### config.mk
export PLATFORM = sky130hd
export DESIGN_NAME = z3_slave_engine
export DESIGN_NICKNAME = d
export VERILOG_FILES = /design/src/rtl/z3_pkg.sv /design/src/rtl/z3_sync.sv /design/src/rtl/z3_slave_engine.sv
export SDC_FILE = /design/constraint.sdc
export NUM_CORES = 1
export LEC_CHECK = 0
export CELL_PAD_IN_SITES_DETAIL_PLACEMENT = 0
export CELL_PAD_IN_SITES_GLOBAL_PLACEMENT = 2
export CORE_ASPECT_RATIO = 1.2
export CORE_UTILIZATION = 35
export DETAILED_ROUTE_END_ITERATION = 10
export PLACE_DENSITY = 0.89
export SLEW_MARGIN = 20
export SYNTH_ARGS = -nofsm -noshare
export SYNTH_HDL_FRONTEND = slang
export SYNTH_SLANG_ARGS = --single-unit
### constraint.sdc
create_clock -name CLK_50M -period 4.61 [get_ports CLK_50M]
set_clock_uncertainty 0.05 [all_clocks]
set_input_delay 0.6915 -clock CLK_50M [delete_from_list [all_inputs] [get_ports CLK_50M]]
set_output_delay 0.6915 -clock CLK_50M [all_outputs]
set_load 0.02 [all_outputs]
### src/rtl/z3_pkg.sv
// Shared Zorro III slave-cycle definitions: state encoding, defaults and grant
// priority encoder used by the slave engine and the existing region blocks.
package z3_pkg;

   typedef enum logic [2:0] {
      Z3_IDLE  = 3'd0,
      Z3_START = 3'd1,
      Z3_DATA  = 3'd2,
      Z3_HOLD  = 3'd3,
      Z3_ACK   = 3'd4,
      Z3_ERR   = 3'd5,
      Z3_DRAIN = 3'd6
   } z3_state_t;

   localparam int Z3_DTACK_DLY_DEF = 1;
   localparam int Z3_TIMEOUT_DEF   = 255;

   // Index of the lowest set bit; 0 when nothing is set, so callers must
   // qualify an all-zero input themselves.
   function automatic logic [3:0] lowest_one(input logic [15:0] v);
      lowest_one = 4'd0;
      for (int i = 15; i >= 0; i--) begin
         if (v[i]) lowest_one = 4'(i);
      end
   endfunction

endpackage

### src/rtl/z3_sync.sv
// N-bit multi-flop synchroniser for asynchronous Zorro strobes; resets to all
// ones so the strobes read as inactive while IORST_n is low.
module z3_sync #(
   parameter int W      = 1,
   parameter int STAGES = 2
) (
   input  logic         CLK_50M,
   input  logic         IORST_n,
   input  logic [W-1:0] i_d,
   output logic [W-1:0] o_q
);

   logic [W-1:0] r_ff [STAGES];

   always_ff @(posedge CLK_50M or negedge IORST_n) begin
      if (!IORST_n) begin
         for (int i = 0; i < STAGES; i++) r_ff[i] <= '1;
      end else begin
         r_ff[0] <= i_d;
         for (int i = 1; i < STAGES; i++) r_ff[i] <= r_ff[i-1];
      end
   end

   assign o_q = r_ff[STAGES-1];

endmodule

### src/rtl/z3_slave_engine.sv
// Clock-synchronous Zorro III slave-cycle sequencer: grants one target region,
// paces DTACK after the target acks, and turns a hung target into BERR.
module z3_slave_engine
   import z3_pkg::*;
#(
   parameter int NUM_TGT     = 6,
   parameter int SYNC_STAGES = 2,
   parameter int DTACK_DLY   = Z3_DTACK_DLY_DEF,
   parameter int TIMEOUT     = Z3_TIMEOUT_DEF,
   parameter int BERR_EN     = 1
) (
   input  logic               CLK_50M,
   input  logic               IORST_n,
   input  logic               fcs_n,
   input  logic [3:0]         ds_n,
   input  logic               read,
   input  logic               addr_match,
   input  logic               validspace,
   input  logic [NUM_TGT-1:0] tgt_sel,
   input  logic [NUM_TGT-1:0] tgt_ack,
   output logic [NUM_TGT-1:0] tgt_req,
   output logic               cyc_read,
   output logic               dtack_oe,
   output logic               berr_oe,
   output logic               busy,
   output logic [15:0]        timeout_cnt,
   output logic [2:0]         dbg_state
);

   localparam int WD_W = $clog2(TIMEOUT + 1);

   logic               w_fcs_s;
   logic [3:0]         w_ds_s;
   logic [NUM_TGT-1:0] w_sel_gnt;
   logic               w_ack_hit;
   logic               w_wd_done;

   z3_state_t          r_state;
   logic [NUM_TGT-1:0] r_gnt;
   logic [NUM_TGT-1:0] r_req;
   logic [2:0]         r_dly;
   logic [WD_W-1:0]    r_wd;
   logic [15:0]        r_tcnt;
   logic               r_rd;
   logic               r_dtack;
   logic               r_berr;
   logic               r_busy;

   z3_sync #(.W(1), .STAGES(SYNC_STAGES)) u_sync_fcs (
      .CLK_50M (CLK_50M),
      .IORST_n (IORST_n),
      .i_d     (fcs_n),
      .o_q     (w_fcs_s)
   );

   z3_sync #(.W(4), .STAGES(SYNC_STAGES)) u_sync_ds (
      .CLK_50M (CLK_50M),
      .IORST_n (IORST_n),
      .i_d     (ds_n),
      .o_q     (w_ds_s)
   );

   // Grant is kept one-hot so the ack match and the request need no indexing.
   assign w_sel_gnt = (tgt_sel == '0) ? '0
                    : NUM_TGT'(16'd1 << lowest_one(16'(tgt_sel)));
   assign w_ack_hit = |(tgt_ack & r_gnt);
   assign w_wd_done = (r_wd == WD_W'(TIMEOUT - 1));

   always_ff @(posedge CLK_50M or negedge IORST_n) begin
      if (!IORST_n) begin
         r_state <= Z3_IDLE;
         r_gnt   <= '0;
         r_req   <= '0;
         r_dly   <= '0;
         r_wd    <= '0;
         r_tcnt  <= '0;
         r_rd    <= 1'b0;
         r_dtack <= 1'b0;
         r_berr  <= 1'b0;
         r_busy  <= 1'b0;
      end else if (r_state != Z3_IDLE && w_fcs_s) begin
         // Bus master ended or aborted the cycle: release everything at once.
         r_state <= Z3_IDLE;
         r_req   <= '0;
         r_dtack <= 1'b0;
         r_berr  <= 1'b0;
         r_busy  <= 1'b0;
      end else begin
         case (r_state)
            Z3_IDLE: begin
               if (!w_fcs_s && addr_match && validspace) begin
                  r_state <= Z3_START;
                  r_busy  <= 1'b1;
                  r_rd    <= read;
                  r_gnt   <= w_sel_gnt;
               end
            end
            Z3_START: begin
               if (r_gnt == '0) begin
                  r_state <= Z3_DRAIN;
               end else if (r_rd || w_ds_s != 4'hF) begin
                  r_state <= Z3_DATA;
                  r_req   <= r_gnt;
                  r_wd    <= '0;
               end
            end
            Z3_DATA: begin
               if (w_ack_hit) begin
                  if (DTACK_DLY == 0) begin
                     r_state <= Z3_ACK;
                     r_dtack <= 1'b1;
                  end else begin
                     r_state <= Z3_HOLD;
                     r_dly   <= 3'(DTACK_DLY);
                  end
               end else if (w_wd_done) begin
                  r_state <= Z3_ERR;
                  r_req   <= '0;
                  if (r_tcnt != 16'hFFFF) r_tcnt <= r_tcnt + 16'd1;
                  if (BERR_EN != 0) r_berr  <= 1'b1;
                  else              r_dtack <= 1'b1;
               end else begin
                  r_wd <= r_wd + 1'b1;
               end
            end
            Z3_HOLD: begin
               if (r_dly <= 3'd1) begin
                  r_state <= Z3_ACK;
                  r_dtack <= 1'b1;
               end else begin
                  r_dly <= r_dly - 3'd1;
               end
            end
            Z3_ACK, Z3_ERR, Z3_DRAIN: ;
            default: r_state <= Z3_IDLE;
         endcase
      end
   end

   assign tgt_req     = r_req;
   assign cyc_read    = r_rd;
   assign dtack_oe    = r_dtack;
   assign berr_oe     = r_berr;
   assign busy        = r_busy;
   assign timeout_cnt = r_tcnt;
   assign dbg_state   = r_state;

endmodule

==> After elaboration in Yosys (flattened, before gate mapping) <==
Index checks and enable logic that the tools add are counted.
{ "totals": {"output_inout_bits": 29, "inputBits": 22, "elab_cells": 115, "ff_bits": 56} }
{ "op_classes": {"magnitude_cmp": 1, "reduce_logical": 29, "n_eq_ne": 25, "n_mux": 39, "n_bitwise": 3, "shifts": 1, "n_addsub": 3} }
{ "ops": {"columns": ["cell", "n"], "rows": [
  ["2-to-1 mux 6 bit", 6],
  ["2-to-1 mux 3 bit", 11],
  ["2-to-1 mux 8 bit", 4],
  ["inequality test 3 bit (second input constant)", 6],
  ["adder 16 x 1 -> 16 bit (second input constant)", 1],
  ["2-to-1 mux 4 bit", 4],
  ["inequality test 16 bit (second input constant)", 1],
  ["case mux 8 bit (2 select lines)", 1],
  ["nonzero test 2 bit", 8],
  ["case mux 3 bit (5 select lines)", 1],
  ["AND reduction 5 bit", 3],
  ["inequality test 2 bit (second input constant)", 7],
  ["logical NOT 6 bit", 2],
  ["inequality test 4 bit (second input constant)", 3],
  ["case mux 6 bit (2 select lines)", 1],
  ["2-to-1 mux 1 bit", 10],
  ["== test 3 bit (second input constant)", 3],
  ["adder 8 x 1 -> 8 bit (second input constant)", 1],
  ["== test 8 bit (second input constant)", 1],
  ["AND 6 bit", 1],
  ["== test 3 x 2 -> 1 bit (second input constant)", 2],
  ["case mux 3 bit (2 select lines)", 1],
  ["AND reduction 3 bit", 2],
  ["AND reduction 6 bit", 1],
  ["15 further kinds", 20]
]} }

==> Longest topological paths before layout <==
{ "logic_depth": {"word_depth": 8, "depth_mapped": 8, "depth_no_buf": 7} }

==> Hierarchy <==
Synthesis repeated with hierarchy kept, for this count alone.
{ "unflattened": {"hier_cells": 278, "hier_area_um2": 2832.7} }
{ "by_module_without_submodules": {"columns": ["mod", "n_inst", "seq_area_each_um2", "cells_each", "area_per_inst_um2"], "rows": [
  ["z3_slave_engine", 1, 1151.1, 264, 2539.9],
  ["z3_sync at u_sync_ds", 1, 210.2, 12, 240.2],
  ["z3_sync at u_sync_fcs", 1, 52.6, 2, 52.6]
]} }

==> Worst setup path before layout <==
No wires, ideal clock.
{ "synth_path": {"kind": "input-to-reg", "start": "in tgt_ack[0]", "end": "reg r_tcnt[8] (netlist: timeout_cnt[8])", "path_slack_ps": 2545, "t_required_ps": 4429, "setup_ps": 131, "path_stages": 6, "n_path_buf": 1, "arrival_ps": 1884, "path_cell_list": "a22oi_1 nand4_1 a2111oi_4 buf_6 nand3_1 xnor2_1"} }
{ "synth_between": {"elab_chain_cells": 4} }
{ "synth_lines": {"columns": ["element", "line_no", "text"], "rows": [
  ["start, declared", "z3_slave_engine.sv:20", "input logic [NUM_TGT-1:0] tgt_ack,"],
  ["AND 6 bit", "z3_slave_engine.sv:66", "assign w_ack_hit = |(tgt_ack & r_gnt);"],
  ["OR reduction 6 bit", "z3_slave_engine.sv:66", null],
  ["NOT 1 bit (no line)", null, null],
  ["AND reduction 5 bit (no line)", null, null],
  ["end signal, assigned", "z3_slave_engine.sv:119", "if (r_tcnt != 16'hFFFF) r_tcnt <= r_tcnt + 16'd1;"],
  ["end, declared", "z3_slave_engine.sv:43", "logic [15:0] r_tcnt;"]
]} }
No other way between the ends.
A chain may end at the register's enable or synchronous reset.

==> Final worst setup path <==
{ "layout_path": {"start": "in tgt_ack[0]", "end": "reg r_tcnt[1] (netlist: timeout_cnt[1])"} }
The elaborated chain is that of the path after synthesis.

==> run summary <==
Seq. cell area = 1410 µm²
Wire per inst = 14.3 µm
Synth Cell Area = 2700 µm²
YS warnings = 0
Final #Nets = 336
Final min period = 2.66 ns
Clock net sink count = 56
Final wirelength = 5710 µm
CTS root buf = clkbuf_8
Synthesized Nets = 285
H-tree depth = 2
Starting density of the core = 36.7%
Max cap viols = 0
Placed Area = 3280 µm²
Global-route wire length before repair = 9760 µm
CTS tree = built
Internal reg-to-reg setup slack = 2.10 ns
Post_cts resized = 0
Number of synthesized flops with an enable pin = 0
Pin count of the biggest net entering global routing = 57
Max Freq = 0.376 GHz
Critical path arrival = 2.81 ns
Fillers = 691
Final Hold Fails = 0
Register bit total from synthesis = 56
Antenna cells = 0
Cell Chain, Critical Path = clkdlybuf4s50_1 -> a22oi_1 -> nand4_1 -> a2111oi_4 -> mux2_2
Final Util = 45.9%
HP Class = reg -> reg
Aggregate global routing overflow = 0
Crit path kind = in -> reg
Crit-path leading delay family = compound AO/OA/AOI/OAI gates
Critical path launch point = tgt_ack[0]
Dpl cells = 392
Final Cycle Share = 57.7%
RSZ-0062 raised after global routing = false
GPL Wtd Cong = 0.762
Die footprint = 8070 µm²
Yosys top cell by area = dfrtp_1
# DRC = 0
Clk slew on worst S/H paths = 0.09 ns
Most used standard cell by instance count after synthesis = dfrtp_1
Logic gate share of total power = 31.8%
TritonCTS buffer count = 5
Hold_buf cts = 0
Fraction of layout cells with a size suffix above 1 = 10.0%
CTS max path bufs = 2
Via count = 2117
Final Non-Filler Cells = 400
Setup crit end = timeout_cnt[1]
Routed vias/inst = 5.29
Max stage delay on crit path = 0.72 ns
Worst Setup Start Kind = input pin
Port Buffers = 50
Hold Crit Depth = 0
Top cell type's share of synthesized area = 42.7%
Syn Area/Cell = 10.5 µm²
Count of cell types in the netlist = 52
First drt pass iteration count = 4
ANT nets after route = 0
Critical path depth in cells = 5
Critical-path top delay cell = a2111oi_4
WP data required = 4.76 ns
Area grow syn2layout = 25.1%
Worst-Skew Late Latency = 0.32 ns
Worst Setup End Kind = register
Maximum vdd drop = 0.000200 V
Critical path buffers and inverters = 1
Initial antenna violation count = 0
Die Span Y = 98.2 µm
IO Pins = 51
Run status = completed
Setup TNS = 0 ns
Switch Pwr = 515 µW
Vias in the first global route = 2029
Worst Path Max Fanout = 16
Final Power = 1390 µW
Final setup fails = 0
Row count = 34
Worst r2r src = dbg_state[1]
Post-Synthesis Cells = 258
Net Sw Frac = 36.9%
Worst R2R Path Depth = 4
Design area = 3380 µm²
Async SR Flop Fraction = 100%
Sequential share of power = 47.9%
GRT Total Usage = 15.7%
Slew HR = 43.1%
Primary FF master, synth = dfrtp_1
Top cells by count, synth = dfrtp_1 (46), nand2_1 (38), nor2_1 (15), xnor2_1 (14)
Clock share of power = 20.2%
Leakage dissipation = 0.00141 µW
Die W = 82.2 µm
Post-CTS setup buffers = 0
Internal power = 880 µW
Final slew viol count = 0
Synth area leaders = dfrtp_1 (43%), dfstp_2 (9.7%), nand2_1 (5.3%)
Slew at the pin with the worst max-slew slack = 0.853 ns
Core Area = 7360 µm²
DP HPWL = 3980 µm
P per Cell Area = 413 nW/µm²
Initial DRC Count = 79
Area of the multi-input gates = 1210 µm²
Seq/Total Area, Yosys = 52.4%
Worst r2r dst = timeout_cnt[1]
[worst min-delay path by stage]
stage / start / endpoint / slack (ns)
3_5_place_dp: u_sync_fcs.r_ff[1] / u_sync_fcs.o_q / 0.30
3_3_place_gp: u_sync_fcs.r_ff[1] / u_sync_fcs.o_q / 0.30
2_1_floorplan: u_sync_ds.r_ff[4] / u_sync_ds.o_q[0] / 0.30
5_1_grt: u_sync_ds.r_ff[4] / u_sync_ds.o_q[0] / 0.32
6_report: u_sync_ds.r_ff[6] / u_sync_ds.o_q[2] / 0.31
4_1_cts: u_sync_ds.r_ff[6] / u_sync_ds.o_q[2] / 0.31
[area by class of cell]
class / instances / share of cell area (%)
clock buffers: 7 / 2.56
clock inverters: 1 / 0.259
inverters: 8 / 0.890
multi-input cells: 186 / 36.0
flip-flops and latches: 56 / 41.9
well taps: 90 / 3.34
repair buffers: 52 / 15.1
[per-layer routing]
| layer | GRT usage, % | share of wire [%] | wire, µm |
|---|---|---|---|
| met5 | 0 | 0 | 0 |
| met4 | 4.86 | 1.3 | 76 |
| met3 | 3.46 | 4.5 | 255 |
| met2 | 24.9 | 48 | 2770 |
| met1 | 21.1 | 46 | 2610 |
[stage by stage]
step	worst slack [ns]	hold WS, ns
after CTS	1.97	0.312
final	1.95	0.310
after global routing	1.77	0.316
after floorplan	2.54	0.295
after detailed placement	1.65	0.298
after global placement	1.68	0.296
[cell usage in the layout, fill, tap and decap left out, types with 3 or more instances in the layout]
master / count
and4_1: 3
nand3b_1: 4
ha_1: 5
nand3_1: 10
and3_1: 6
a21oi_1: 10
a22o_1: 7
clkbuf_8: 6
nand2_1: 38
nand4_1: 9
o21ai_0: 5
dfstp_2: 10
dfrtp_1: 46
clkdlybuf4s50_1: 49
nor3_1: 5
or4_1: 6
xnor2_1: 14
o31ai_1: 7
a22oi_1: 4
inv_1: 8
nor2_1: 15
o21a_1: 3
[power groups by stage]
stage,registers [µW],clock network [µW],logic (µW)
2_1_floorplan,655,0,309
3_3_place_gp,677,0,442
3_5_place_dp,679,0,448
4_1_cts,669,293,450
5_1_grt,684,311,495
6_report,668,282,444
[kinds of logic (layout without fill, tap and decap cells)]
family	count (synthesis)	count (layout)	share of synthesized area, %
muxes	3	3	1.21
and+or+nand+nor	113	113	22.5
DFF	56	56	52.4
xor gates and xnor gates	15	15	4.87
AOI/OAI and AO/OA	50	50	14.1
buffers and inverters	16	68	2.64
adders and majority gates	5	5	2.32
[sequential cells by signal (all words and copies together), names as in the netlist]
register	flops
u_sync_fcs.r_ff	1
r_dly	3
u_sync_ds.r_ff	4
timeout_cnt	16
r_gnt	6
tgt_req	6
busy	1
dbg_state	3
dtack_oe	1
u_sync_ds.o_q	4
u_sync_fcs.o_q	1
berr_oe	1
r_wd	8
cyc_read	1
Power figures use the tool's default switching activity.
